$ cat src/rtl/csc_frame_arbiter.sv
// Frame-granular round-robin arbiter that shares one RGB-to-YUV converter between two pixel sources.
// Losing or late frames are dropped whole. Stalled frames are closed by a timeout.

`ifndef DTYPE_WIDTH
`define DTYPE_WIDTH 4
`endif
`ifndef DTYPE_FRAME_START
`define DTYPE_FRAME_START 4'h1
`endif
`ifndef DTYPE_FRAME_END
`define DTYPE_FRAME_END 4'h2
`endif

module csc_frame_arbiter #(
    parameter int                      PIXEL_WIDTH = 8,
    parameter int                      TIMEOUT     = 4096,
    parameter int                      CNT_WIDTH   = 16,
    parameter logic [`DTYPE_WIDTH-1:0] FS_DTYPE    = `DTYPE_FRAME_START,
    parameter logic [`DTYPE_WIDTH-1:0] FE_DTYPE    = `DTYPE_FRAME_END
) (
    input  logic                    clk,
    input  logic                    reset,
    input  logic [1:0]              src_en,
    input  logic [1:0]              csc_en,
    input  logic                    dvi0,
    input  logic                    dvi1,
    input  logic [`DTYPE_WIDTH-1:0] dtypei0,
    input  logic [`DTYPE_WIDTH-1:0] dtypei1,
    input  logic [PIXEL_WIDTH-1:0]  r0,
    input  logic [PIXEL_WIDTH-1:0]  g0,
    input  logic [PIXEL_WIDTH-1:0]  b0,
    input  logic [PIXEL_WIDTH-1:0]  r1,
    input  logic [PIXEL_WIDTH-1:0]  g1,
    input  logic [PIXEL_WIDTH-1:0]  b1,
    input  logic [15:0]             meta_datai0,
    input  logic [15:0]             meta_datai1,
    output logic                    dvo,
    output logic [`DTYPE_WIDTH-1:0] dtypeo,
    output logic [PIXEL_WIDTH-1:0]  r,
    output logic [PIXEL_WIDTH-1:0]  g,
    output logic [PIXEL_WIDTH-1:0]  b,
    output logic [15:0]             meta_datao,
    output logic                    conv_enable,
    output logic                    sel,
    output logic                    busy,
    output logic                    timeout_evt,
    output logic [CNT_WIDTH-1:0]    drop_cnt0,
    output logic [CNT_WIDTH-1:0]    drop_cnt1,
    output logic [1:0]              dbg_state
);
    // Streams are valid-only: a beat transfers on every cycle its dvi is high.
    // There is no ready, so neither source nor the converter can apply backpressure.

    localparam int              DW       = `DTYPE_WIDTH;
    localparam int              TW       = $clog2(TIMEOUT + 1);
    localparam logic [TW-1:0]   TMO_LAST = TW'(TIMEOUT - 1);

    typedef enum logic [1:0] {
        ST_IDLE  = 2'd0,
        ST_PASS0 = 2'd1,
        ST_PASS1 = 2'd2
    } state_t;

    logic [1:0]             src_dvi;
    logic [DW-1:0]          src_dtype [2];
    logic [PIXEL_WIDTH-1:0] src_r     [2];
    logic [PIXEL_WIDTH-1:0] src_g     [2];
    logic [PIXEL_WIDTH-1:0] src_b     [2];
    logic [15:0]            src_meta  [2];

    assign src_dvi      = {dvi1, dvi0};
    assign src_dtype[0] = dtypei0;
    assign src_dtype[1] = dtypei1;
    assign src_r[0]     = r0;
    assign src_r[1]     = r1;
    assign src_g[0]     = g0;
    assign src_g[1]     = g1;
    assign src_b[0]     = b0;
    assign src_b[1]     = b1;
    assign src_meta[0]  = meta_datai0;
    assign src_meta[1]  = meta_datai1;

    state_t                 state_q, state_d;
    logic                   rr_last_q, rr_last_d;
    logic [1:0]             drop_flag_q, drop_flag_d;
    logic [1:0]             en_q, en_d;
    logic [TW-1:0]          tmo_q, tmo_d;
    logic [CNT_WIDTH-1:0]   cnt0_q, cnt0_d, cnt1_q, cnt1_d;
    logic                   dvo_q, dvo_d;
    logic [DW-1:0]          dtype_q, dtype_d;
    logic [PIXEL_WIDTH-1:0] r_q, r_d, g_q, g_d, b_q, b_d;
    logic [15:0]            meta_q, meta_d;
    logic                   conv_en_q, conv_en_d;
    logic                   sel_q, sel_d;
    logic                   busy_q, busy_d;
    logic                   tevt_q, tevt_d;

    logic [1:0] fs, fe, cand, drop_inc;
    logic       win, cur, oth, fwd, fwd_src;

    always_comb begin
        fs          = {src_dvi[1] && (src_dtype[1] == FS_DTYPE), src_dvi[0] && (src_dtype[0] == FS_DTYPE)};
        fe          = {src_dvi[1] && (src_dtype[1] == FE_DTYPE), src_dvi[0] && (src_dtype[0] == FE_DTYPE)};
        cand        = 2'b00;
        drop_inc    = 2'b00;
        win         = 1'b0;
        cur         = 1'b0;
        oth         = 1'b0;
        fwd         = 1'b0;
        fwd_src     = 1'b0;
        state_d     = state_q;
        rr_last_d   = rr_last_q;
        drop_flag_d = drop_flag_q & ~fe;
        en_d        = en_q;
        tmo_d       = tmo_q;
        dvo_d       = 1'b0;
        dtype_d     = '0;
        r_d         = '0;
        g_d         = '0;
        b_d         = '0;
        meta_d      = '0;
        conv_en_d   = conv_en_q;
        sel_d       = sel_q;
        busy_d      = 1'b0;
        tevt_d      = 1'b0;

        unique case (state_q)
            ST_IDLE: begin
                en_d = src_en;
                cand = fs & src_en & ~drop_flag_q;
                if (cand != 2'b00) begin
                    // On a tie the source that finished last yields and loses its frame.
                    if (cand == 2'b11) begin
                        win                    = ~rr_last_q;
                        drop_flag_d[rr_last_q] = 1'b1;
                        drop_inc[rr_last_q]    = 1'b1;
                    end else begin
                        win = cand[1];
                    end
                    state_d   = win ? ST_PASS1 : ST_PASS0;
                    sel_d     = win;
                    conv_en_d = csc_en[win];
                    tmo_d     = '0;
                    busy_d    = 1'b1;
                    fwd       = 1'b1;
                    fwd_src   = win;
                end
            end
            ST_PASS0, ST_PASS1: begin
                cur    = (state_q == ST_PASS1);
                oth    = ~cur;
                busy_d = 1'b1;
                if (fs[oth] && en_q[oth]) begin
                    drop_flag_d[oth] = 1'b1;
                    drop_inc[oth]    = 1'b1;
                end
                if (src_dvi[cur]) begin
                    fwd     = 1'b1;
                    fwd_src = cur;
                    tmo_d   = '0;
                    if (fe[cur]) begin
                        state_d   = ST_IDLE;
                        rr_last_d = cur;
                    end
                end else if (tmo_q == TMO_LAST) begin
                    // Synthesised frame end; the stalled source must finish its frame before regrant.
                    dvo_d            = 1'b1;
                    dtype_d          = FE_DTYPE;
                    tevt_d           = 1'b1;
                    drop_flag_d[cur] = 1'b1;
                    rr_last_d        = cur;
                    tmo_d            = '0;
                    state_d          = ST_IDLE;
                end else begin
                    tmo_d = tmo_q + 1'b1;
                end
            end
            default: begin
                state_d = ST_IDLE;
            end
        endcase

        if (fwd) begin
            dvo_d   = 1'b1;
            dtype_d = src_dtype[fwd_src];
            r_d     = src_r[fwd_src];
            g_d     = src_g[fwd_src];
            b_d     = src_b[fwd_src];
            meta_d  = src_meta[fwd_src];
        end

        cnt0_d = cnt0_q;
        if (drop_inc[0] && (cnt0_q != {CNT_WIDTH{1'b1}})) cnt0_d = cnt0_q + 1'b1;
        cnt1_d = cnt1_q;
        if (drop_inc[1] && (cnt1_q != {CNT_WIDTH{1'b1}})) cnt1_d = cnt1_q + 1'b1;
    end

    always_ff @(posedge clk or posedge reset) begin
        if (reset) begin
            state_q     <= ST_IDLE;
            rr_last_q   <= 1'b1;
            drop_flag_q <= 2'b00;
            en_q        <= 2'b00;
            tmo_q       <= '0;
            cnt0_q      <= '0;
            cnt1_q      <= '0;
            dvo_q       <= 1'b0;
            dtype_q     <= '0;
            r_q         <= '0;
            g_q         <= '0;
            b_q         <= '0;
            meta_q      <= '0;
            conv_en_q   <= 1'b0;
            sel_q       <= 1'b0;
            busy_q      <= 1'b0;
            tevt_q      <= 1'b0;
        end else begin
            state_q     <= state_d;
            rr_last_q   <= rr_last_d;
            drop_flag_q <= drop_flag_d;
            en_q        <= en_d;
            tmo_q       <= tmo_d;
            cnt0_q      <= cnt0_d;
            cnt1_q      <= cnt1_d;
            dvo_q       <= dvo_d;
            dtype_q     <= dtype_d;
            r_q         <= r_d;
            g_q         <= g_d;
            b_q         <= b_d;
            meta_q      <= meta_d;
            conv_en_q   <= conv_en_d;
            sel_q       <= sel_d;
            busy_q      <= busy_d;
            tevt_q      <= tevt_d;
        end
    end

    assign dvo         = dvo_q;
    assign dtypeo      = dtype_q;
    assign r           = r_q;
    assign g           = g_q;
    assign b           = b_q;
    assign meta_datao  = meta_q;
    assign conv_enable = conv_en_q;
    assign sel         = sel_q;
    assign busy        = busy_q;
    assign timeout_evt = tevt_q;
    assign drop_cnt0   = cnt0_q;
    assign drop_cnt1   = cnt1_q;
    assign dbg_state   = state_q;

endmodule

$ cat config.mk
export PLATFORM = sky130hd
export DESIGN_NAME = csc_frame_arbiter
export DESIGN_NICKNAME = d
export VERILOG_FILES = /design/src/rtl/csc_frame_arbiter.sv
export SDC_FILE = /design/constraint.sdc
export NUM_CORES = 1
export LEC_CHECK = 0
export ABC_CLOCK_PERIOD_IN_PS = 3500
export CAP_MARGIN = 20
export CORE_MARGIN = 4
export CORE_UTILIZATION = 45
export CTS_BUF_LIST = sky130_fd_sc_hd__clkbuf_16
export CTS_CLUSTER_SIZE = 30
export DETAILED_ROUTE_END_ITERATION = 10
export PLACE_DENSITY = 0.81
export SLEW_MARGIN = 40
export SYNTH_ARGS = -nofsm -noshare
export SYNTH_HDL_FRONTEND = slang
export SYNTH_SLANG_ARGS = --single-unit
$ cat constraint.sdc
create_clock -name clk -period 3.5 [get_ports clk]
set_clock_uncertainty 0.05 [all_clocks]
set_input_delay 0.35 -clock clk [delete_from_list [all_inputs] [get_ports clk]]
set_output_delay 0.35 -clock clk [all_outputs]
set_load 0.01 [all_outputs]
; ---- After elaboration in Yosys (flattened, before gate mapping)
; Index checks and enable logic that the tools add are counted.
[op_classes]
n_addsub = 3
n_lt_le_gt_ge = 8
n_mux = 77
eq_ne = 14
reduce_logical = 19
bitwise_logic = 11
[ops]
columns = operator, count
row1 = $mux 8, 12
row2 = $mux 16, 4
row3 = $mux 13, 3
row4 = $mux 2, 17
row5 = $add 16x1->16 const B, 2
row6 = $ne 16x16->1 const B, 2
row7 = $mux 1, 27
row8 = $pmux 13 s2, 1
row9 = $mux 4, 4
row10 = $add 13x1->13 const B, 1
row11 = $eq 13x12->1 const B, 1
row12 = $pmux 2 s2, 3
row13 = $logic_and 1x1->1, 10
row14 = $eq 4x1->1 const B, 2
row15 = $eq 4x2->1 const B, 2
row16 = $lt 1x2->1 const B, 4
row17 = $and 2x2->2, 3
row18 = $ne 3x3->1 const B, 2
row19 = $or 2x2->2, 3
row20 = $pmux 1 s2, 3
row21 = $reduce_and 3->1, 2
row22 = $reduce_bool 2->1, 3
row23 = $eq 2x2->1 const B, 2
row24 = $not 2->2, 2
row25 = other kinds (11), 17
[word_totals]
out_inout_bits = 83
register_bits = 101
word_cells = 149
in_bits = 96

; ---- Logic depth before layout (Yosys ltp)
; Gate-level depths: netlist (run 1).
[logic_depth]
ltp_word = 15
ltp_mapped = 9
mapped_depth_nobuf = 7

; ---- Worst setup path before layout (run 1)
; No wires, ideal clock.
[synth_timing]
path_type = register to register
start = register state_q[0] (netlist: dbg_state[0])
end = register cnt0_q[15] (netlist: drop_cnt0[15])
t_arrival_ns = 2.120
period_less_slack_ns = 2.295
stages_incl_launch_ff = 8
n_path_buf = 0
setup_slack_ns = 1.205
setup_time_ns = 0.125
required_ns = 3.325
path_cell_list = dfrtp_1 -> inv_1 -> ha_1 -> nand3b_1 -> nor4_2 -> o2111ai_2 -> nor4_1 -> mux2_2
[synth_between]
elab_chain_len = 9
elab_cells_between_ends = 18
cone_classes = 2 x order compare / 2 x eq/ne / 8 x mux / 1 x bitwise / 5 x reduce/logical
[synth_lines]
columns = item, line
row1 = start: declaration, 83  ; state_t state_q, state_d;
row2 = start signal: assignment, 218  ; state_q <= state_d;
row3 = $eq 2x2->1, "127, 150"
row4 = $not 1->1, 151  ; oth = ~cur;
row5 = $lt 1x2->1 (implied by the code) / $ge 1x1->1 (equally long branches), 155  ; drop_inc[oth] = 1'b1;
row6 = $logic_and 1x1->1 (implied by the code), 155
row7 = $mux 1 (implied by the code), 155
row8 = $demux 1 s1, 155
row9 = $mux 2, 153  ; if (fs[oth] && en_q[oth]) begin
row10 = $pmux 2 s2 (*), 127  ; unique case (state_q)
row11 = $logic_and 1x1->1 (*), 193  ; if (drop_inc[0] && (cnt0_q != {CNT_WIDTH{1'b1}})) cnt0_d = cnt0_q + 1'b1;
row12 = end signal: assignment, 223  ; cnt0_q <= cnt0_d;
row13 = end: declaration, 88  ; logic [CNT_WIDTH-1:0] cnt0_q, cnt0_d, cnt1_q, cnt1_d;
; Every way passes the cells marked *; elsewhere a longest branch is shown, timed or not. The select of a mux whose other input is x is not followed.
; A chain may end at the register's enable or synchronous reset.

; ---- Final worst setup path (run 1)
[layout_timing]
start = register state_q[0] (netlist: dbg_state[0])
end = register cnt0_q[6] (netlist: drop_cnt0[6])
; The elaborated chain is that of the path after synthesis.

==> run metrics, run 1 <==
status=finished, final reports clean; CTS tree=done; initial antenna violation count=0; nets=approximately 800; crit path DAT=~2900 ps; I/O pins=179; share of cells above drive strength 1=7.49%; clock transition at the registers of the reported paths=~70 ps; Compound-Gate Fraction of Synth Area=16.1%; reg-to-reg slack, setup=800 ps; Post-CTS Resized=0; number of synthesized flops with an enable pin=0; leading cell type in the layout, fill and taps excluded=clkdlybuf4s50_1; length in cells of the worst reg-to-reg path=8; first-pass GRT wire length=23300 um; die area=between 10000 and 15000 um2; slew margin rel.=between 40% and 50%; CTS root buf=clkbuf_16; Placer Congestion=a little over 0.9; total grt overflow=0; reg2reg end=drop_cnt0[6]; commonest cells after routing, fill and taps aside=clkdlybuf4s50_1 (178), dfrtp_1 (100), o21ai_0 (60); H-tree Lvls=3; Adder-Cell Fraction of Synth Area=around 1.5%; die width=113 um; largest family of logic cells by synthesized area=simple AND/OR/NAND/NOR gates; vias=roughly 4.7k; Synth Area in XOR/XNOR=5.12%; WP data required=between 3000 and 4000 ps; Post-DP HPWL=about 11000 um; total power=approximately 0.003 W; Pre-antenna DRT Iters=5; startpoint type of the worst setup path=register; CP Max Fanout=10; synth unique cells=56; DRC=0; final worst-path cycle share=77.1%; cells after synthesis=504; Post-Syn Nets=around 610; wire length per cell=between 15 and 20 um; CTS Buf Count=9; Post-synth ARST share=100%; Die Y-Extent=~110 um; vias in the first global route=roughly 4.6k; ys flop type=dfrtp_1; # Post-CTS Setup Buffers=0; Crit Path Class=register to register; TNS Setup=0 ps; Routed WL=14600 um; post-synthesis mux area share=under 10%; static leakage=about 3 nW; routed vias/inst=around 5.7; P&R area growth vs syn=45.2%; Critical Path End Type=register; ANT nets after route=0; Final min period=about 2700 ps; register area share after synthesis=51.0%; pwr/cell area=approximately 420 nW/um2; worst skew pair latency=around 340 ps; max_cap viols=0; Achievable Freq=roughly 370 MHz; First DRT Iteration DRCs=375; Synth Cell Area=about 5000 um2; largest net degree at the start of global routing=64; maximum VDD drop=285 uV; hold_buf cts=0; Synth Area in Simple Gates=20.7%; syn avg cell area=9.83 um2; YS warnings=0; Starting Density=a little under half; Slew Limit Fails=0; RSZ-0062 raised after global routing=no; buffers added on ports=178; fill cell count=approximately 850; row count=38; gr usage total=approximately 22%; flops & latches, synth=about 100; final hold violations=0; Max Root-Sink Buffers=2; worst-margin pin slew=796 ps; FF-to-FF Start=dbg_state[0]; core area=between 10000 and 15000 um2; CTS Sinks=just over 100; final setup fails=0; ant diodes=0; Hold Path Class=input port to async pin
## worst max path at each step
stage,to,start,depth (start not counted)
floorplan,b[0],reset,1
global placement,drop_cnt0[6],dtypei1[1],7
detailed placement,drop_cnt0[6],dtypei1[1],7
CTS,drop_cnt0[6],dbg_state[0],8
global route,drop_cnt0[6],dbg_state[0],8
finish,drop_cnt0[6],dbg_state[0],8
## power breakdown
part | switching (W) | leakage (nW) | internal, W
Clock | 0.000425 | 0.137 | 0.000472
Sequential | 0.0000559 | 1.38 | 0.00128
Combinational | 0.000390 | 1.52 | 0.000405
## metal layers
metal,global-route usage (%),up-vias,part of all wire [%]
li1,-,2192,-
met2,37.6,157,50
met4,7.37,0,2.0
met3,4.12,22,5.8
met1,29.5,2330,42
met5,0,-,0
## area by class of cell
type                    instances  area [um2]  area share (%)
flip-flops and latches        101        2530            35.1
multi-input cells             359        2260            31.4
repair buffers                191        1920            26.6
clock buffers                   9         225            3.13
well taps                     140         175            2.43
inverters                      14        57.6           0.800
clock inverters                 7        36.3           0.504
## cell usage after synthesis, types with 2 or more instances
| cell | n | area (um2) |
|---|---|---|
| inv_1 | 13 | 48.8 |
| o311ai_0 | 4 | 35.0 |
| nor4_2 | 5 | 62.6 |
| clkbuf_1 | 24 | 90.1 |
| or2_2 | 2 | 12.5 |
| nand3_1 | 59 | 295 |
| nor3_1 | 17 | 85.1 |
| o21ai_0 | 60 | 300 |
| o31ai_1 | 7 | 52.6 |
| nor4b_1 | 5 | 43.8 |
| nand2b_1 | 3 | 18.8 |
| o41ai_1 | 2 | 17.5 |
| nand3b_1 | 2 | 15.0 |
| xnor2_1 | 3 | 26.3 |
| nor4_1 | 9 | 56.3 |
| mux2i_1 | 3 | 30.0 |
| ha_1 | 6 | 75.1 |
| nand4b_1 | 2 | 17.5 |
| nand4_1 | 13 | 81.3 |
| nand2_1 | 24 | 90.1 |
| nor3b_1 | 4 | 30.0 |
| a21o_1 | 2 | 15.0 |
| mux2_2 | 6 | 67.6 |
| a31oi_1 | 2 | 12.5 |
| or4_1 | 2 | 15.0 |
| and3_1 | 5 | 31.3 |
| o21a_1 | 2 | 15.0 |
| dfrtp_1 | 100 | 2500 |
| buf_2 | 5 | 25.0 |
| nor2_1 | 19 | 71.3 |
| a21oi_1 | 44 | 220 |
| xor2_1 | 26 | 228 |
## critical path, cell delays in order (launching register included)
cell       delay, ps
dfrtp_1          420
inv_1            100
ha_1             290
nand3b_1         270
nor4_2           310
o2111ai_2        340
buf_4            310
nor4b_1          370
xor2_1           170
## flip-flops by register name, summed over array words and instances, names as in the netlist, 2 cells and up
register and count:
dbg_state 2, drop_cnt1 16, b 8, drop_flag_q 2, tmo_q 13, dtypeo 4
r 8, meta_datao 16, drop_cnt0 16, g 8, en_q 2
## per-stage QoR
step                util, %  setup slack (ps)  instances  hold WS (ps)  area [um2]
floorplan                 -               455        504           398        4960
global placement       64.2               565        805           414        6930
finish                 66.7               802        821           404        7200
CTS                    66.7               792        821           447        7200
detailed placement     64.2               511        805           426        6930
global route           66.7               583        821           457        7200
## logic make-up (layout without fill, tap and decap cells)
family | after synthesis | after routing
fa+ha+maj | 6 | 6
compound gates | 135 | 135
flops | 101 | 101
buf+inv | 44 | 221
mux | 9 | 9
xor+xnor | 29 | 29
simple gates | 180 | 180
Note: power is estimated with default switching activity, not from simulation.
==> run 2: changes to the inputs <==
ABC_CLOCK_PERIOD_IN_PS = 2700   (was 3500)
clock period = 2.7 ns   (was 3.5 ns; I/O delays follow)
==> run metrics, run 2 (same netlist as run 1, synthesis figures left out) <==
Post-DP HPWL=~11000 um; startpoint type of the worst setup path=register; RSZ-0062 raised after global routing=no; CP max stage cell=ha_1; slew margin rel.=between 60 and 70%; hold_buf cts=0; CP Max Fanout=12; M3 GR Usage=under 10%; Achievable Freq=about 420 MHz; vias in the first global route=between 4k and 5k; core area=roughly 11000 um2; Starting Density=a little under half; nets=between 700 and 800; CTS tree=done; row count=38; vias=~4.8k; GRT Max-Usage Layer=met2; First DRT Iteration DRCs=between 400 and 500; reg-to-reg slack, setup=about 290 ps; buffers added on ports=~180; die width=113 um; # Post-CTS Setup Buffers=0; CTS Buf Count=9; worst skew pair latency=approximately 340 ps; worst stage delay on the critical path=510 ps; P&R area growth vs syn=49.0%; gr usage total=a little under a quarter; ANT nets after route=0; ant diodes=0; CTS Sinks=101; initial antenna violation count=0; routed vias/inst=5.66; CTS root buf=clkbuf_16; final setup fails=0; max_cap viols=0; clock transition at the registers of the reported paths=60 ps; total grt overflow=0; WP data required=around 2900 ps; commonest cells after routing, fill and taps aside=clkdlybuf4s50_1 (178), dfrtp_1 (100), o21ai_0 (60); TNS Setup=0 ps; Post-CTS Resized=0; H-tree Lvls=3; Final min period=approximately 2400 ps; Pre-antenna DRT Iters=6; Max Root-Sink Buffers=2; leading cell type in the layout, fill and taps excluded=clkdlybuf4s50_1; Critical Path End Type=register; GR Util met1=between 30% and 40%; final hold violations=0; first-pass GRT wire length=24100 um; largest net degree at the start of global routing=between 40 and 50; Crit Path Class=register to register; total power=between 0.004 and 0.005 W; I/O pins=roughly 180; wire length per cell=~18 um; share of cells above drive strength 1=under 10%; die area=about 13000 um2; Final Util=68.4%; worst-margin pin slew=between 500 and 600 ps; Placer Congestion=0.888; DRC=0; Slew Limit Fails=0; status=finished, final reports clean; maximum VDD drop=between 400 and 500 uV; crit path DAT=approximately 2600 ps; met2 Use GR=between 30 and 40%; Die Y-Extent=approximately 110 um; pwr/cell area=roughly 560 nW/um2; final worst-path cycle share=between 80% and 90%; static leakage=~3.1 nW; Critical Path, Cell by Cell=inv_1, ha_1, and3_1, o2111ai_2, buf_4, nor4_1, xor2_1; fill cell count=817; Routed WL=15000 um; Hold Path Class=input port to async pin
[run 2: final timing paths]
| path | start | to | cells past startpoint |
|---|---|---|---|
| max reg2reg | dbg_state[0] | drop_cnt0[13] | 7 |
| max | dbg_state[0] | drop_cnt0[13] | 7 |
| min reg2reg | sel | sel | 1 |
| min | reset | drop_cnt1[7] | 2 |
| min in group clk | sel | sel | 1 |
| max in group asynchronous | reset | meta_datao[7] | 3 |
[run 2: worst max-delay path: cells and delay by family (launching register included)]
family / cells / cell delay, ps
AND/OR/NAND/NOR: 2 / 600
adder cells (fa/ha/maj): 1 / 510
flip-flops: 1 / 420
buffers and inverters: 2 / 350
AO/OA/AOI/OAI: 1 / 210
XOR/XNOR: 1 / 190
[run 2: metrics by stage]
step / area, um2 / setup WS, ps / instances / hold WS [ps]
after CTS: 7380 / 305 / 840 / 296
final: 7380 / 292 / 840 / 289
after detailed placement: 7070 / -47.6 / 824 / 416
after global placement: 7070 / 49.4 / 824 / 415
after floorplan: 4960 / 405 / 504 / 362
after global routing: 7380 / 91.2 / 840 / 345
[run 2: power by group]
| part | internal, W | switching (W) |
|---|---|---|
| registers | 0.00167 | 0.0000728 |
| clock network | 0.000799 | 0.000543 |
| logic | 0.000545 | 0.000510 |
| total | 0.00301 | 0.00113 |
[run 2: routing by layer]
| metal | vias to the layer above | share of wire, % |
|---|---|---|
| li1 | 2235 | - |
| met1 | 2284 | 40 |
| met2 | 203 | 50 |
| met3 | 32 | 7.0 |
| met4 | 0 | 2.2 |
| met5 | - | 0 |
[run 2: final cells by class]
| class | instances | area (um2) | share of cell area [%] |
|---|---|---|---|
| flip-flops and latches | 101 | 2530 | 34.3 |
| well taps | 140 | 175 | 2.37 |
| multi-input cells | 359 | 2250 | 30.5 |
| inverters | 14 | 56.3 | 0.763 |
| clock inverters | 7 | 82.6 | 1.12 |
| clock buffers | 9 | 225 | 3.05 |
| repair buffers | 210 | 2060 | 27.9 |
==> run 3: changes to the inputs <==
CORE_ASPECT_RATIO = 1.1   (was default)
CORE_MARGIN = 2   (was 4)
==> run metrics, run 3 (same netlist as run 1, synthesis figures left out) <==
initial antenna violation count=0; Hold Path Class=input port to async pin; vias in the first global route=about 4.7k; Achievable Freq=403 MHz; static leakage=3.11 nW; P&R area growth vs syn=48.3%; clock transition at the registers of the reported paths=70 ps; Starting Density=a little under half; CP max stage cell=nor4_1; core area=roughly 11000 um2; CTS tree=done; Critical Path, Cell by Cell=ha_1, nand4_1, nor4_1, buf_4, a2bb2oi_1, o31ai_1, mux2_2; Routed WL=between 10000 and 15000 um; routed vias/inst=about 5.7; status=finished, final reports clean; row count=40; maximum VDD drop=between 400 and 500 uV; Pre-antenna DRT Iters=5; placed inst area=7070 um2; total power=about 0.004 W; CTS Buf Count=9; First DRT Iteration DRCs=between 400 and 500; hold slack=around 300 ps; largest net degree at the start of global routing=51; Post-CTS Resized=0; buffers added on ports=~180; commonest cells after routing, fill and taps aside=clkdlybuf4s50_1 (178), dfrtp_1 (100), o21ai_0 (60); vias=approximately 4.8k; wire length per cell=17.5 um; ant diodes=0; worst skew pair latency=340 ps; slew margin rel.=51.9%; CP Max Fanout=9; pwr/cell area=about 550 nW/um2; Die Y-Extent=114 um; gr usage total=24.8%; DRC=0; H-tree Lvls=3; final instance area=between 7000 and 8000 um2; hold_buf cts=0; worst stage delay on the critical path=around 480 ps; CTS root buf=clkbuf_16; WP data required=roughly 2900 ps; nets=approximately 790; final worst-path cycle share=around nine tenths; TNS Setup=0 ps; # Post-CTS Setup Buffers=0; leading cell type in the layout, fill and taps excluded=clkdlybuf4s50_1; Slew Limit Fails=0; RSZ-0062 raised after global routing=no; crit path DAT=2660 ps; startpoint type of the worst setup path=register; die area=about 12000 um2; worst-margin pin slew=716 ps; ANT nets after route=0; Final min period=between 2000 and 2500 ps; first-pass GRT wire length=between 20000 and 25000 um; Critical Path End Type=register; total grt overflow=0; Crit Path Class=register to register; max_cap viols=0; Post-DP HPWL=10800 um; Placer Congestion=around 0.89; I/O pins=179; die width=about 100 um; final hold violations=0; final setup fails=0; share of cells above drive strength 1=9.76%; CTS Sinks=101; fill cell count=845; Max Root-Sink Buffers=2
[run 3: changes by cell type in the layout (fill, tap and decap cells not counted), sizes merged]
| cell | before | now |
|---|---|---|
| buf | 32 | 29 |
| bufinv | 2 | 0 |
| clkinvlp | 2 | 3 |
| inv | 15 | 16 |
[run 3: report_power, final]
group | leakage (nW) | switching, W | internal, W
clock network | 0.133 | 0.000580 | 0.000630
registers | 1.38 | 0.0000741 | 0.00166
logic | 1.60 | 0.000518 | 0.000549
[run 3: worst max-delay path, delay by kind of cell (launching register included)]
kind            cells  cell delay, ps
compound gates      2             450
fa+ha+maj           1             230
buf+inv             1             250
flops               1             390
mux                 1             290
simple gates        2             710
[run 3: layout make-up]
class | count | area, um2 | share of cell area (%)
Sequential cell | 101 | 2530 | 34.4
Inverter | 14 | 56.3 | 0.766
Timing Repair Buffer | 207 | 2050 | 27.9
Tap cell | 147 | 184 | 2.50
Multi-Input combinational cell | 359 | 2250 | 30.7
Clock inverter | 7 | 51.3 | 0.698
Clock buffer | 9 | 225 | 3.06
[run 3: path summary, 6_finish.rpt]
path                            from  cells after the start  slack, ps       endpoint
setup / recovery            tmo_q[0]                      7        220   dbg_state[1]
hold / removal                 reset                      2        300  meta_datao[3]
setup reg to reg            tmo_q[0]                      7        220   dbg_state[1]
hold reg to reg            tmo_q[12]                      1        430      tmo_q[12]
max in group asynchronous      reset                      3       1550           r[7]
min in group clk           tmo_q[12]                      1        430      tmo_q[12]
[run 3: metrics by stage]
step / std cells / worst slack [ps] / util, %
detailed placement: 828 / 24.6 / 65.4
global route: 844 / 46.4 / 68.0
finish: 844 / 220 / 68.0
floorplan: 504 / 405 / -
CTS: 844 / 253 / 68.0
global placement: 828 / 88.7 / 65.4
[run 3: routing by layer]
| metal | up-vias | wire length [um] | global-route usage [%] |
|---|---|---|---|
| li1 | 2231 | - | - |
| met1 | 2297 | 6010 | 32.6 |
| met5 | - | 0 | 0 |
| met4 | 0 | 473 | 10.2 |
| met3 | 38 | 1090 | 5.81 |
| met2 | 232 | 7230 | 40.1 |
